## src/rtl/dispatch_pkg.sv

```systemverilog
// Shared widths, opType encoding and RV32I opcodes for the issue stage
// and its neighbours (RS, EX, ROB, LSB).
package dispatch_pkg;

  localparam int TAG_W  = 4;
  localparam int DATA_W = 32;
  localparam int IMM_W  = 32;
  localparam int ADDR_W = 32;
  localparam int OP_W   = 6;

  localparam logic [TAG_W-1:0] emptyTag = '0;

  typedef enum logic [OP_W-1:0] {
    OP_EMPTY, OP_LUI, OP_AUIPC, OP_JAL, OP_JALR,
    OP_BEQ, OP_BNE, OP_BLT, OP_BGE, OP_BLTU, OP_BGEU,
    OP_LB, OP_LH, OP_LW, OP_LBU, OP_LHU,
    OP_SB, OP_SH, OP_SW,
    OP_ADDI, OP_SLTI, OP_SLTIU, OP_XORI, OP_ORI, OP_ANDI,
    OP_SLLI, OP_SRLI, OP_SRAI,
    OP_ADD, OP_SUB, OP_SLL, OP_SLT, OP_SLTU,
    OP_XOR, OP_SRL, OP_SRA, OP_OR, OP_AND
  } op_t;

  localparam op_t emptyOp = OP_EMPTY;

  localparam logic UNIT_RS  = 1'b0;
  localparam logic UNIT_LSB = 1'b1;

  localparam logic [6:0] OPC_LUI    = 7'b0110111;
  localparam logic [6:0] OPC_AUIPC  = 7'b0010111;
  localparam logic [6:0] OPC_JAL    = 7'b1101111;
  localparam logic [6:0] OPC_JALR   = 7'b1100111;
  localparam logic [6:0] OPC_BRANCH = 7'b1100011;
  localparam logic [6:0] OPC_LOAD   = 7'b0000011;
  localparam logic [6:0] OPC_STORE  = 7'b0100011;
  localparam logic [6:0] OPC_OPIMM  = 7'b0010011;
  localparam logic [6:0] OPC_OP     = 7'b0110011;

  typedef struct packed {
    logic [TAG_W-1:0]  tag;
    logic [DATA_W-1:0] data;
  } operand_t;

  typedef struct packed {
    logic [TAG_W-1:0]  dest;
    logic [OP_W-1:0]   op;
    logic [TAG_W-1:0]  t1;
    logic [DATA_W-1:0] d1;
    logic [TAG_W-1:0]  t2;
    logic [DATA_W-1:0] d2;
    logic [IMM_W-1:0]  imm;
    logic [ADDR_W-1:0] pc;
  } issue_pkt_t;

  // Regfile value, then same-cycle CDB, then ROB ready data, else wait on tag.
  function automatic operand_t resolve(
    input logic              use_s,
    input logic [4:0]        addr,
    input logic [TAG_W-1:0]  rtag,
    input logic [DATA_W-1:0] rdata,
    input logic [TAG_W-1:0]  cdb_tag,
    input logic [DATA_W-1:0] cdb_data,
    input logic              rob_rdy,
    input logic [DATA_W-1:0] rob_data
  );
    operand_t r;
    r.tag  = emptyTag;
    r.data = '0;
    if (use_s && addr != 5'd0) begin
      if (rtag == emptyTag)     r.data = rdata;
      else if (cdb_tag == rtag) r.data = cdb_data;
      else if (rob_rdy)         r.data = rob_data;
      else                      r.tag  = rtag;
    end
    return r;
  endfunction

endpackage

```

## src/rtl/dispatch_inst_decode.sv

```systemverilog
// RV32I decoder: opType, immediate, register fields, source-use flags
// and target unit (LSB for loads/stores, RS otherwise).
module inst_decode
  import dispatch_pkg::*;
(
  input  logic [31:0]      inst_i,
  output logic [OP_W-1:0]  op_o,
  output logic [IMM_W-1:0] imm_o,
  output logic [4:0]       rd_o,
  output logic [4:0]       rs1_o,
  output logic [4:0]       rs2_o,
  output logic             use_rs1_o,
  output logic             use_rs2_o,
  output logic             unit_o
);

  logic [6:0]       opc;
  logic [2:0]       f3;
  logic [6:0]       f7;
  logic [IMM_W-1:0] imm_i;
  logic [IMM_W-1:0] imm_s;
  logic [IMM_W-1:0] imm_b;
  logic [IMM_W-1:0] imm_u;
  logic [IMM_W-1:0] imm_j;

  assign opc   = inst_i[6:0];
  assign f3    = inst_i[14:12];
  assign f7    = inst_i[31:25];
  assign imm_i = {{20{inst_i[31]}}, inst_i[31:20]};
  assign imm_s = {{20{inst_i[31]}}, inst_i[31:25], inst_i[11:7]};
  assign imm_b = {{19{inst_i[31]}}, inst_i[31], inst_i[7],
                  inst_i[30:25], inst_i[11:8], 1'b0};
  assign imm_u = {inst_i[31:12], 12'd0};
  assign imm_j = {{11{inst_i[31]}}, inst_i[31], inst_i[19:12],
                  inst_i[20], inst_i[30:21], 1'b0};

  always_comb begin
    op_o      = emptyOp;
    imm_o     = '0;
    rd_o      = inst_i[11:7];
    rs1_o     = inst_i[19:15];
    rs2_o     = inst_i[24:20];
    use_rs1_o = 1'b0;
    use_rs2_o = 1'b0;
    unit_o    = UNIT_RS;
    unique case (1'b1)
      opc == OPC_LUI: begin
        op_o  = OP_LUI;
        imm_o = imm_u;
      end
      opc == OPC_AUIPC: begin
        op_o  = OP_AUIPC;
        imm_o = imm_u;
      end
      opc == OPC_JAL: begin
        op_o  = OP_JAL;
        imm_o = imm_j;
      end
      opc == OPC_JALR: begin
        if (f3 == 3'b000) op_o = OP_JALR;
        imm_o     = imm_i;
        use_rs1_o = 1'b1;
      end
      opc == OPC_BRANCH: begin
        imm_o     = imm_b;
        rd_o      = 5'd0;
        use_rs1_o = 1'b1;
        use_rs2_o = 1'b1;
        case (f3)
          3'b000:  op_o = OP_BEQ;
          3'b001:  op_o = OP_BNE;
          3'b100:  op_o = OP_BLT;
          3'b101:  op_o = OP_BGE;
          3'b110:  op_o = OP_BLTU;
          3'b111:  op_o = OP_BGEU;
          default: op_o = emptyOp;
        endcase
      end
      opc == OPC_LOAD: begin
        imm_o     = imm_i;
        use_rs1_o = 1'b1;
        unit_o    = UNIT_LSB;
        case (f3)
          3'b000:  op_o = OP_LB;
          3'b001:  op_o = OP_LH;
          3'b010:  op_o = OP_LW;
          3'b100:  op_o = OP_LBU;
          3'b101:  op_o = OP_LHU;
          default: op_o = emptyOp;
        endcase
      end
      opc == OPC_STORE: begin
        imm_o     = imm_s;
        rd_o      = 5'd0;
        use_rs1_o = 1'b1;
        use_rs2_o = 1'b1;
        unit_o    = UNIT_LSB;
        case (f3)
          3'b000:  op_o = OP_SB;
          3'b001:  op_o = OP_SH;
          3'b010:  op_o = OP_SW;
          default: op_o = emptyOp;
        endcase
      end
      opc == OPC_OPIMM: begin
        imm_o     = imm_i;
        use_rs1_o = 1'b1;
        case (f3)
          3'b000:  op_o = OP_ADDI;
          3'b010:  op_o = OP_SLTI;
          3'b011:  op_o = OP_SLTIU;
          3'b100:  op_o = OP_XORI;
          3'b110:  op_o = OP_ORI;
          3'b111:  op_o = OP_ANDI;
          3'b001:  op_o = (f7 == 7'h00) ? OP_SLLI : emptyOp;
          3'b101:  op_o = (f7 == 7'h00) ? OP_SRLI :
                          (f7 == 7'h20) ? OP_SRAI : emptyOp;
          default: op_o = emptyOp;
        endcase
        if (f3 == 3'b001 || f3 == 3'b101) imm_o = {27'd0, inst_i[24:20]};
      end
      opc == OPC_OP: begin
        use_rs1_o = 1'b1;
        use_rs2_o = 1'b1;
        case ({f7, f3})
          10'b0000000_000: op_o = OP_ADD;
          10'b0100000_000: op_o = OP_SUB;
          10'b0000000_001: op_o = OP_SLL;
          10'b0000000_010: op_o = OP_SLT;
          10'b0000000_011: op_o = OP_SLTU;
          10'b0000000_100: op_o = OP_XOR;
          10'b0000000_101: op_o = OP_SRL;
          10'b0100000_101: op_o = OP_SRA;
          10'b0000000_110: op_o = OP_OR;
          10'b0000000_111: op_o = OP_AND;
          default:         op_o = emptyOp;
        endcase
      end
      default: ;
    endcase
    // Anything unrecognised becomes a side-effect-free bubble on the RS.
    if (op_o == emptyOp) begin
      imm_o     = '0;
      rd_o      = 5'd0;
      use_rs1_o = 1'b0;
      use_rs2_o = 1'b0;
      unit_o    = UNIT_RS;
    end
  end

endmodule

```

## src/rtl/dispatch.sv

```systemverilog
// Issue stage: decode, ROB allocate, rename, resolve operands and send one
// registered packet per cycle to the RS or the LSB.
module dispatch
  import dispatch_pkg::*;
(
  input  logic              clk,
  input  logic              rst,
  input  logic              rdy,
  input  logic              clear,
  input  logic              inst_valid,
  input  logic [31:0]       inst,
  input  logic [ADDR_W-1:0] inst_pc,
  output logic              inst_ack,
  output logic [4:0]        reg_rs1_addr,
  output logic [4:0]        reg_rs2_addr,
  input  logic [TAG_W-1:0]  reg_rs1_tag,
  input  logic [TAG_W-1:0]  reg_rs2_tag,
  input  logic [DATA_W-1:0] reg_rs1_data,
  input  logic [DATA_W-1:0] reg_rs2_data,
  input  logic              rob_idle,
  input  logic [TAG_W-1:0]  rob_free_tag,
  output logic [TAG_W-1:0]  rob_q1_tag,
  output logic [TAG_W-1:0]  rob_q2_tag,
  input  logic              rob_q1_ready,
  input  logic              rob_q2_ready,
  input  logic [DATA_W-1:0] rob_q1_data,
  input  logic [DATA_W-1:0] rob_q2_data,
  output logic              rob_issue,
  output logic [4:0]        rob_rd,
  output logic [OP_W-1:0]   rob_op,
  output logic              rename_en,
  output logic [4:0]        rename_rd,
  output logic [TAG_W-1:0]  rename_tag,
  input  logic [TAG_W-1:0]  tag_renew,
  input  logic [DATA_W-1:0] data_renew,
  input  logic              rs_idle,
  input  logic              lsb_idle,
  output logic              if_issue_rs,
  output logic              if_issue_lsb,
  output logic [TAG_W-1:0]  dest_out,
  output logic [OP_W-1:0]   op_type_out,
  output logic [TAG_W-1:0]  tag_rs1_out,
  output logic [DATA_W-1:0] data_rs1_out,
  output logic [TAG_W-1:0]  tag_rs2_out,
  output logic [DATA_W-1:0] data_rs2_out,
  output logic [IMM_W-1:0]  imm_out,
  output logic [ADDR_W-1:0] pc_out
);

  logic [OP_W-1:0]  dec_op;
  logic [IMM_W-1:0] dec_imm;
  logic [4:0]       dec_rd;
  logic [4:0]       dec_rs1;
  logic [4:0]       dec_rs2;
  logic             dec_u1;
  logic             dec_u2;
  logic             dec_unit;

  inst_decode u_dec (
    .inst_i    (inst),
    .op_o      (dec_op),
    .imm_o     (dec_imm),
    .rd_o      (dec_rd),
    .rs1_o     (dec_rs1),
    .rs2_o     (dec_rs2),
    .use_rs1_o (dec_u1),
    .use_rs2_o (dec_u2),
    .unit_o    (dec_unit)
  );

  logic       issue_rs_q, issue_rs_d;
  logic       issue_lsb_q, issue_lsb_d;
  issue_pkt_t pkt_q, pkt_d;
  logic       target_idle;
  logic       pend_target;
  logic       accept;
  operand_t   src1;
  operand_t   src2;

  // The last pulse doubles as the pending flag: the target's idle
  // signal lags the write it just received by one cycle.
  assign target_idle = (dec_unit == UNIT_LSB) ? lsb_idle : rs_idle;
  assign pend_target = (dec_unit == UNIT_LSB) ? issue_lsb_q : issue_rs_q;
  assign accept = rdy && !rst && !clear && inst_valid && rob_idle
                  && target_idle && !pend_target;

  assign src1 = resolve(dec_u1, dec_rs1, reg_rs1_tag, reg_rs1_data,
                        tag_renew, data_renew, rob_q1_ready, rob_q1_data);
  assign src2 = resolve(dec_u2, dec_rs2, reg_rs2_tag, reg_rs2_data,
                        tag_renew, data_renew, rob_q2_ready, rob_q2_data);

  assign inst_ack     = accept;
  assign reg_rs1_addr = dec_rs1;
  assign reg_rs2_addr = dec_rs2;
  assign rob_q1_tag   = reg_rs1_tag;
  assign rob_q2_tag   = reg_rs2_tag;
  assign rob_issue    = accept;
  assign rob_rd       = dec_rd;
  assign rob_op       = dec_op;
  assign rename_en    = accept && (dec_rd != 5'd0);
  assign rename_rd    = dec_rd;
  assign rename_tag   = rob_free_tag;

  always_comb begin
    issue_rs_d  = issue_rs_q;
    issue_lsb_d = issue_lsb_q;
    pkt_d       = pkt_q;
    if (rdy) begin
      issue_rs_d  = accept && (dec_unit == UNIT_RS);
      issue_lsb_d = accept && (dec_unit == UNIT_LSB);
      if (accept) begin
        pkt_d = '{dest: rob_free_tag, op: dec_op,
                  t1: src1.tag, d1: src1.data,
                  t2: src2.tag, d2: src2.data,
                  imm: dec_imm, pc: inst_pc};
      end
    end
  end

  always_ff @(posedge clk) begin
    if (rst) begin
      issue_rs_q  <= 1'b0;
      issue_lsb_q <= 1'b0;
      pkt_q       <= '0;
    end else begin
      issue_rs_q  <= issue_rs_d;
      issue_lsb_q <= issue_lsb_d;
      pkt_q       <= pkt_d;
    end
  end

  assign if_issue_rs  = issue_rs_q;
  assign if_issue_lsb = issue_lsb_q;
  assign dest_out     = pkt_q.dest;
  assign op_type_out  = pkt_q.op;
  assign tag_rs1_out  = pkt_q.t1;
  assign data_rs1_out = pkt_q.d1;
  assign tag_rs2_out  = pkt_q.t2;
  assign data_rs2_out = pkt_q.d2;
  assign imm_out      = pkt_q.imm;
  assign pc_out       = pkt_q.pc;

endmodule

```

## config.mk

```make
export PLATFORM = sky130hd
export DESIGN_NAME = dispatch
export DESIGN_NICKNAME = d
export VERILOG_FILES = /design/src/rtl/dispatch_pkg.sv /design/src/rtl/dispatch_inst_decode.sv /design/src/rtl/dispatch.sv
export SDC_FILE = /design/constraint.sdc
export NUM_CORES = 1
export LEC_CHECK = 0
export ABC_CLOCK_PERIOD_IN_PS = 7800
export CORE_AREA = 10 10 163 165
export DETAILED_ROUTE_END_ITERATION = 8
export DIE_AREA = 0 0 173 175
export MAX_ROUTING_LAYER = met4
export PLACE_DENSITY = 0.84
export SYNTH_ARGS = -nofsm -noshare
export SYNTH_HDL_FRONTEND = slang
export SYNTH_SLANG_ARGS = --single-unit
```

## constraint.sdc

```tcl
create_clock -name clk -period 7.8 [get_ports clk]
set_input_delay 0.78 -clock clk [delete_from_list [all_inputs] [get_ports clk]]
set_output_delay 0.78 -clock clk [all_outputs]
set_load 0.01 [all_outputs]
```

* After elaboration in Yosys (flattened, before gate mapping)
Cells that the tools add are included.
** Operators by class
- Equality and inequality tests :: 28
- Bitwise logic cells :: 1
- Reduce and logical (&&, ||, !) cells :: 31
- Muxes and demuxes :: 37
** Operator list (number)
- two-way mux 32 bit :: 8
- case mux 32 bit (6 select lines) :: 1
- two-way mux 36 bit :: 2
- case mux 6 bit (10 select lines) :: 1
- case mux 6 bit (9 select lines) :: 1
- case mux 6 bit (8 select lines) :: 1
- equality test 10 x 3 -> 1 bit, second input constant :: 4
- equality test 7 x 6 -> 1 bit, second input constant :: 4
- two-way mux 4 bit :: 6
- case mux 4 bit (6 select lines) :: 1
- equality test 7 bit, second input constant :: 3
- equality test 10 x 2 -> 1 bit, second input constant :: 2
- equality test 10 x 9 -> 1 bit, second input constant :: 2
- two-way mux 5 bit :: 4
- case mux 4 bit (5 select lines) :: 1
- case mux 5 bit (3 select lines) :: 1
- nonzero test 5 bit :: 3
- equality test 7 x 5 -> 1 bit, second input constant :: 2
- equality test 3 bit, second input constant :: 4
- logical AND 1 bit :: 11
- equality test 10 x 1 -> 1 bit, second input constant :: 1
- logical NOT 10 bit :: 1
- equality test 4 bit :: 2
- logical NOT 4 bit :: 2
- 16 further kinds :: 29
** Storage, ports and cells
- Register bits :: 148
- Input bits :: 250

* Depth between registers and ports, before layout
- Depth in word-level cells :: 11
- Depth in mapped cells :: 13
- Gate-level depth less buffers :: 9

* Cells and area by module
Synthesis repeated with hierarchy kept, for this count alone.
** Unflattened totals
- Cell total of the unflattened synthesis :: 1074
- Area, all modules :: 8470.6 µm²
** Modules (own cells, without submodules)
- dispatch :: seq. area each 2962.8 µm², cells each 851, times used 1, area each 7166.9 µm²
- inst_decode :: seq. area each 0.0 µm², cells each 223, times used 1, area each 1303.8 µm²

* Least setup slack after synthesis
Ideal clock, no wire load.
- Kind :: in2out
- From :: input inst[6]
- To :: output rename_en
- Buffers on the path :: 4
- Cell stages on the path :: 12
- Required time :: 7.020 ns
- Arrival time :: 3.092 ns
- Path slack :: 3.928 ns
- Cells stage by stage :: buf_4 > and3b_1 > buf_4 > a21oi_1 > o31a_1 > o31ai_4 > nor4_4 > nor4_4 > nor2_2 > buf_6 > clkbuf_1 > nor2_1
** Between the ends
- Word-level cells in the longest chain between the ends :: 8
- Elaborated cells between the ends (all ways) :: 24
- Classes of those cells :: eq/ne (9); mux (7); reduce/logical (8)
** RTL lines
- start, declared :: RTL line dispatch.sv:11 : input logic [31:0] inst,
- equality test 7 x 6 -> 1 bit (tied with other cells) :: RTL line dispatch_inst_decode.sv:122 : opc == OPC_OP: begin
- case mux 6 bit (9 select lines) (*) :: RTL line dispatch_inst_decode.sv:46 : unique case (1'b1)
- named net rob_op[2] :: RTL line dispatch.sv:30 : output logic [OP_W-1:0] rob_op,
- logical NOT 6 bit (*) :: RTL line dispatch_inst_decode.sv:142 : if (op_o == emptyOp) begin
- two-way mux 1 bit :: RTL line dispatch_inst_decode.sv:142
- two-way mux 1 bit (on tied branches) :: RTL line dispatch.sv:82, dispatch.sv:83
- logical AND 1 bit / logical NOT 1 bit (equally long branches) :: RTL line dispatch.sv:85 : && target_idle && !pend_target;
- logical AND 1 bit :: RTL line dispatch.sv:85
- logical AND 1 bit (*) :: RTL line dispatch.sv:100 : assign rename_en = accept && (dec_rd != 5'd0);
- end, declared :: RTL line dispatch.sv:31 : output logic rename_en,
The timed path passes the listed nets; every way through them passes the cells marked *.

* Final worst setup path
- From :: input inst[2]
- To :: output inst_ack
** Between the ends
- Word-level cells in the longest chain between the ends :: 7
- Elaborated cells between the ends (all ways) :: 19
- Classes of those cells :: eq/ne (9); mux (5); reduce/logical (5)
** RTL lines
- equality test 7 x 6 -> 1 bit (tied with other cells) :: RTL line dispatch_inst_decode.sv:122
- case mux 6 bit (9 select lines) / OR reduction 2 bit (equally long branches)
- logical NOT 6 bit / two-way mux 1 bit (equally long branches) :: RTL line dispatch_inst_decode.sv:142, dispatch_inst_decode.sv:46
- two-way mux 1 bit (*) :: RTL line dispatch_inst_decode.sv:142
- two-way mux 1 bit (on tied branches) :: RTL line dispatch.sv:82, dispatch.sv:83
- logical AND 1 bit / logical NOT 1 bit (equally long branches) :: RTL line dispatch.sv:85
- logical AND 1 bit (*) :: RTL line dispatch.sv:85
- end, declared :: RTL line dispatch.sv:13 : output logic inst_ack,
Every way passes the cells marked *; elsewhere a longest branch is shown, timed or not.

==> results_dict.tcl <==
set metrics [dict create \
    outcome "finished, final reports clean" \
    start_util 0.3640 \
    synth.most_common_cell "o21ai_0" \
    syn_nets 1404 \
    synth_ff_type "dfxtp_1" \
    rows 56 \
    placed_area_um2 12630 \
    final-max-slew-violation-count 0 \
    clock_path_buffers 2 \
    numCtsBuffers 17 \
    synth.area.top_cells "dfxtp_1 (35%), o21ai_0 (9.9%), nand3_1 (6.7%)" \
    synth_xor_area_frac 0.01034 \
    diodes 0 \
    synth-edff-count 0 \
    setup.worst_path.class "input pin to output pin" \
    muxShareOfSynthArea 0 \
    max_slew_margin 0.1260 \
    die_w_um 173 \
    via_count 10450 \
    io_buffers 438 \
    synth_top_area_cell "dfxtp_1" \
    routedWlPerCell_um 23.08 \
    yosysSeqAreaShare 0.3499 \
    synthSimpleGateAreaFrac 0.2807 \
    r2r_cells 5 \
    io_pins 439 \
    h-tree-depth 4 \
    min_period_ns 5.914 \
    die_h_um 175 \
    multi_input_area_um2 4771 \
    core_um2 23260 \
    gr-total-overflow 0 \
    p_per_area_nw_per_um2 147.1 \
    synth-seq-cells 148 \
    fin_crit_sh 0.7582 \
    regArea_um2 2963 \
    ys_warn_count 0 \
    synth.distinct_cells 65 \
    nets 1721 \
    dp_hpwl_um 31450 \
    endpoint_kind "output pin" \
    synthCells 1154 \
    critPathMaxFanout 25 \
    irDropWorstVdd_mv 0.09730 \
    root_buffer "clkbuf_16" \
    grt_max_degree 90 \
    antenna_found_initial 1 \
    r2r_slack_ns 5.19 \
    fin_setup_tns_ns 0 \
    ant_nets 0 \
    ys_top_cells_by_count "o21ai_0 (167), dfxtp_1 (148), nand2_1 (144)" \
    cts-hold-fix-buffers 0 \
    synth.avg_cell_area_um2 7.338 \
    hold-worst-slack_ns 0.4618 \
    rsz0062_at_grt "no" \
    grt_pass1_wl_um 61790 \
    p_total_mw 1.948 \
    clock-sinks 148 \
    drc 0 \
    drt-initial-drc-count 1080 \
    cts-resized-gates 0 \
    synth_top_family_by_area "simple AND/OR/NAND/NOR gates" \
    routed_wl_um 41610 \
    worstMarginPinSlew_ns 1.311 \
    n_fill_cell 2185 \
    crit_path_start_kind "input pin" \
    first_global_vias 10160 \
    hold_depth 2 \
    layout-drive-gt1-share 0.04987 \
    clk_pin_slew_worst_paths_ns 0.06 \
    stdcell_area_um2 13250 \
    maxCapViolCount 0 \
    synth_top_area_frac 0.3499 \
    synthAdderAreaFrac 0.001182 \
    drt_first_pass_iters 5 \
    track_usage 0.2652 \
    synthesis.area_um2 8468 \
    cp_data_required_time_ns 7.02 \
    hold_viol 0 \
    maxClockFrequency_mhz 169.1 \
    worstPathArrival_ns 5.13 \
    clock_skew_ns 0.01433 \
    dieArea_um2 30280 \
    ys_async_sr_fraction 0 \
    holdCritPathClass "flip-flop to flip-flop" \
    clk_latency_ns 0.42 \
    viasPerCell 5.794 \
    area_delta_synth_final_pct 56.44 \
    cts_tree "built" \
    setup_viol 0 \
    gp_congestion 0.9756 \
    cts_setup_buffers 0 \
    power.leakage_nw 4.460 \
    synth_compound_area_frac 0.2661 \
]
state kept, by name (all words and copies together) (netlist names):
| signal | count |
|---|---|
| data_rs1_out | 32 |
| data_rs2_out | 32 |
| imm_out | 32 |
| pc_out | 32 |
| op_type_out | 6 |
| dest_out | 4 |
| tag_rs1_out | 4 |
| tag_rs2_out | 4 |
| if_issue_lsb | 1 |
| if_issue_rs | 1 |
layout make-up:
class                   count  share of cell area
repair buffers            452              0.3385
clock buffers              17             0.03211
multi-input cells         848              0.3601
inverters                   4            0.001228
clock inverters            15             0.01426
flip-flops and latches    148              0.2236
well taps                 319             0.03013
final timing paths:
kind | endpoint | from
hold / removal | imm_out[10]$_SDFFE_PP0P_ | imm_out[10]$_SDFFE_PP0P_
setup / recovery | inst_ack | inst[2]
hold reg to reg | imm_out[10]$_SDFFE_PP0P_ | imm_out[10]$_SDFFE_PP0P_
setup reg to reg | imm_out[12]$_SDFFE_PP0P_ | if_issue_rs$_SDFFE_PP0P_
power by group:
group          switching [mW]  internal, mW
Clock                   0.380         0.488
Combinational           0.151         0.171
Sequential           0.000939         0.757
stage by stage:
step | util | setup WS [ns] | cells
global route | 0.5695 | 1.673 | 1803
floorplan | - | 3.928 | 1154
finish | 0.5695 | 1.886 | 1803
global placement | 0.5431 | 2.002 | 1771
CTS | 0.5695 | 1.944 | 1803
detailed placement | 0.5431 | 1.969 | 1771
critical path, stage by stage:
cell             delay [ns]
clkdlybuf4s50_1        0.72
nand4bb_1              0.42
or2_0                  0.45
o221ai_1               0.22
a311o_1                0.40
nor4_4                 0.58
o21a_2                 0.24
nor2_4                 0.04
inv_1                  0.59
clkdlybuf4s50_1        0.69
layout by cell type (no fill, tap or decap), drive strengths merged, types with 3 or more instances in the layout:
cell,synthesis,layout
a211oi,6,6
a21oi,94,94
a221oi,9,9
a22oi,7,7
a31o,13,13
a31oi,3,3
a32oi,3,3
and2,8,8
and3,35,35
and3b,3,3
and4,4,4
buf,68,15
clkbuf,86,17
clkdlybuf4s50,0,437
clkinv,1,6
dfxtp,148,148
inv,3,11
nand2,144,144
nand2b,8,8
nand3,113,113
nand4,76,76
nor2,26,26
nor2b,4,4
nor3,11,11
nor4,4,4
o211ai,43,43
o21ai,178,178
o21bai,3,3
o31ai,5,5
or2,7,7
or4,5,5
xnor2,9,9
cell families (layout without fill, tap and decap cells):
| kind of cell | Yosys count | count (layout) |
|---|---|---|
| and+or+nand+nor | 456 | 456 |
| AOI/OAI and AO/OA | 381 | 381 |
| buffers and inverters | 158 | 488 |
| DFF | 148 | 148 |
| xor gates and xnor gates | 10 | 10 |
| adders and majority gates | 1 | 1 |
routing by layer:
metal / GRT usage / vias up / routed length, um
met5: - / - / 0
met4: 0.1171 / 0 / 1781
met1: 0.3104 / 4860 / 16430
met3: 0.06769 / 104 / 3915
met2: 0.4238 / 635 / 19490
li1: - / 4848 / -
Power figures use the tool's default switching activity.
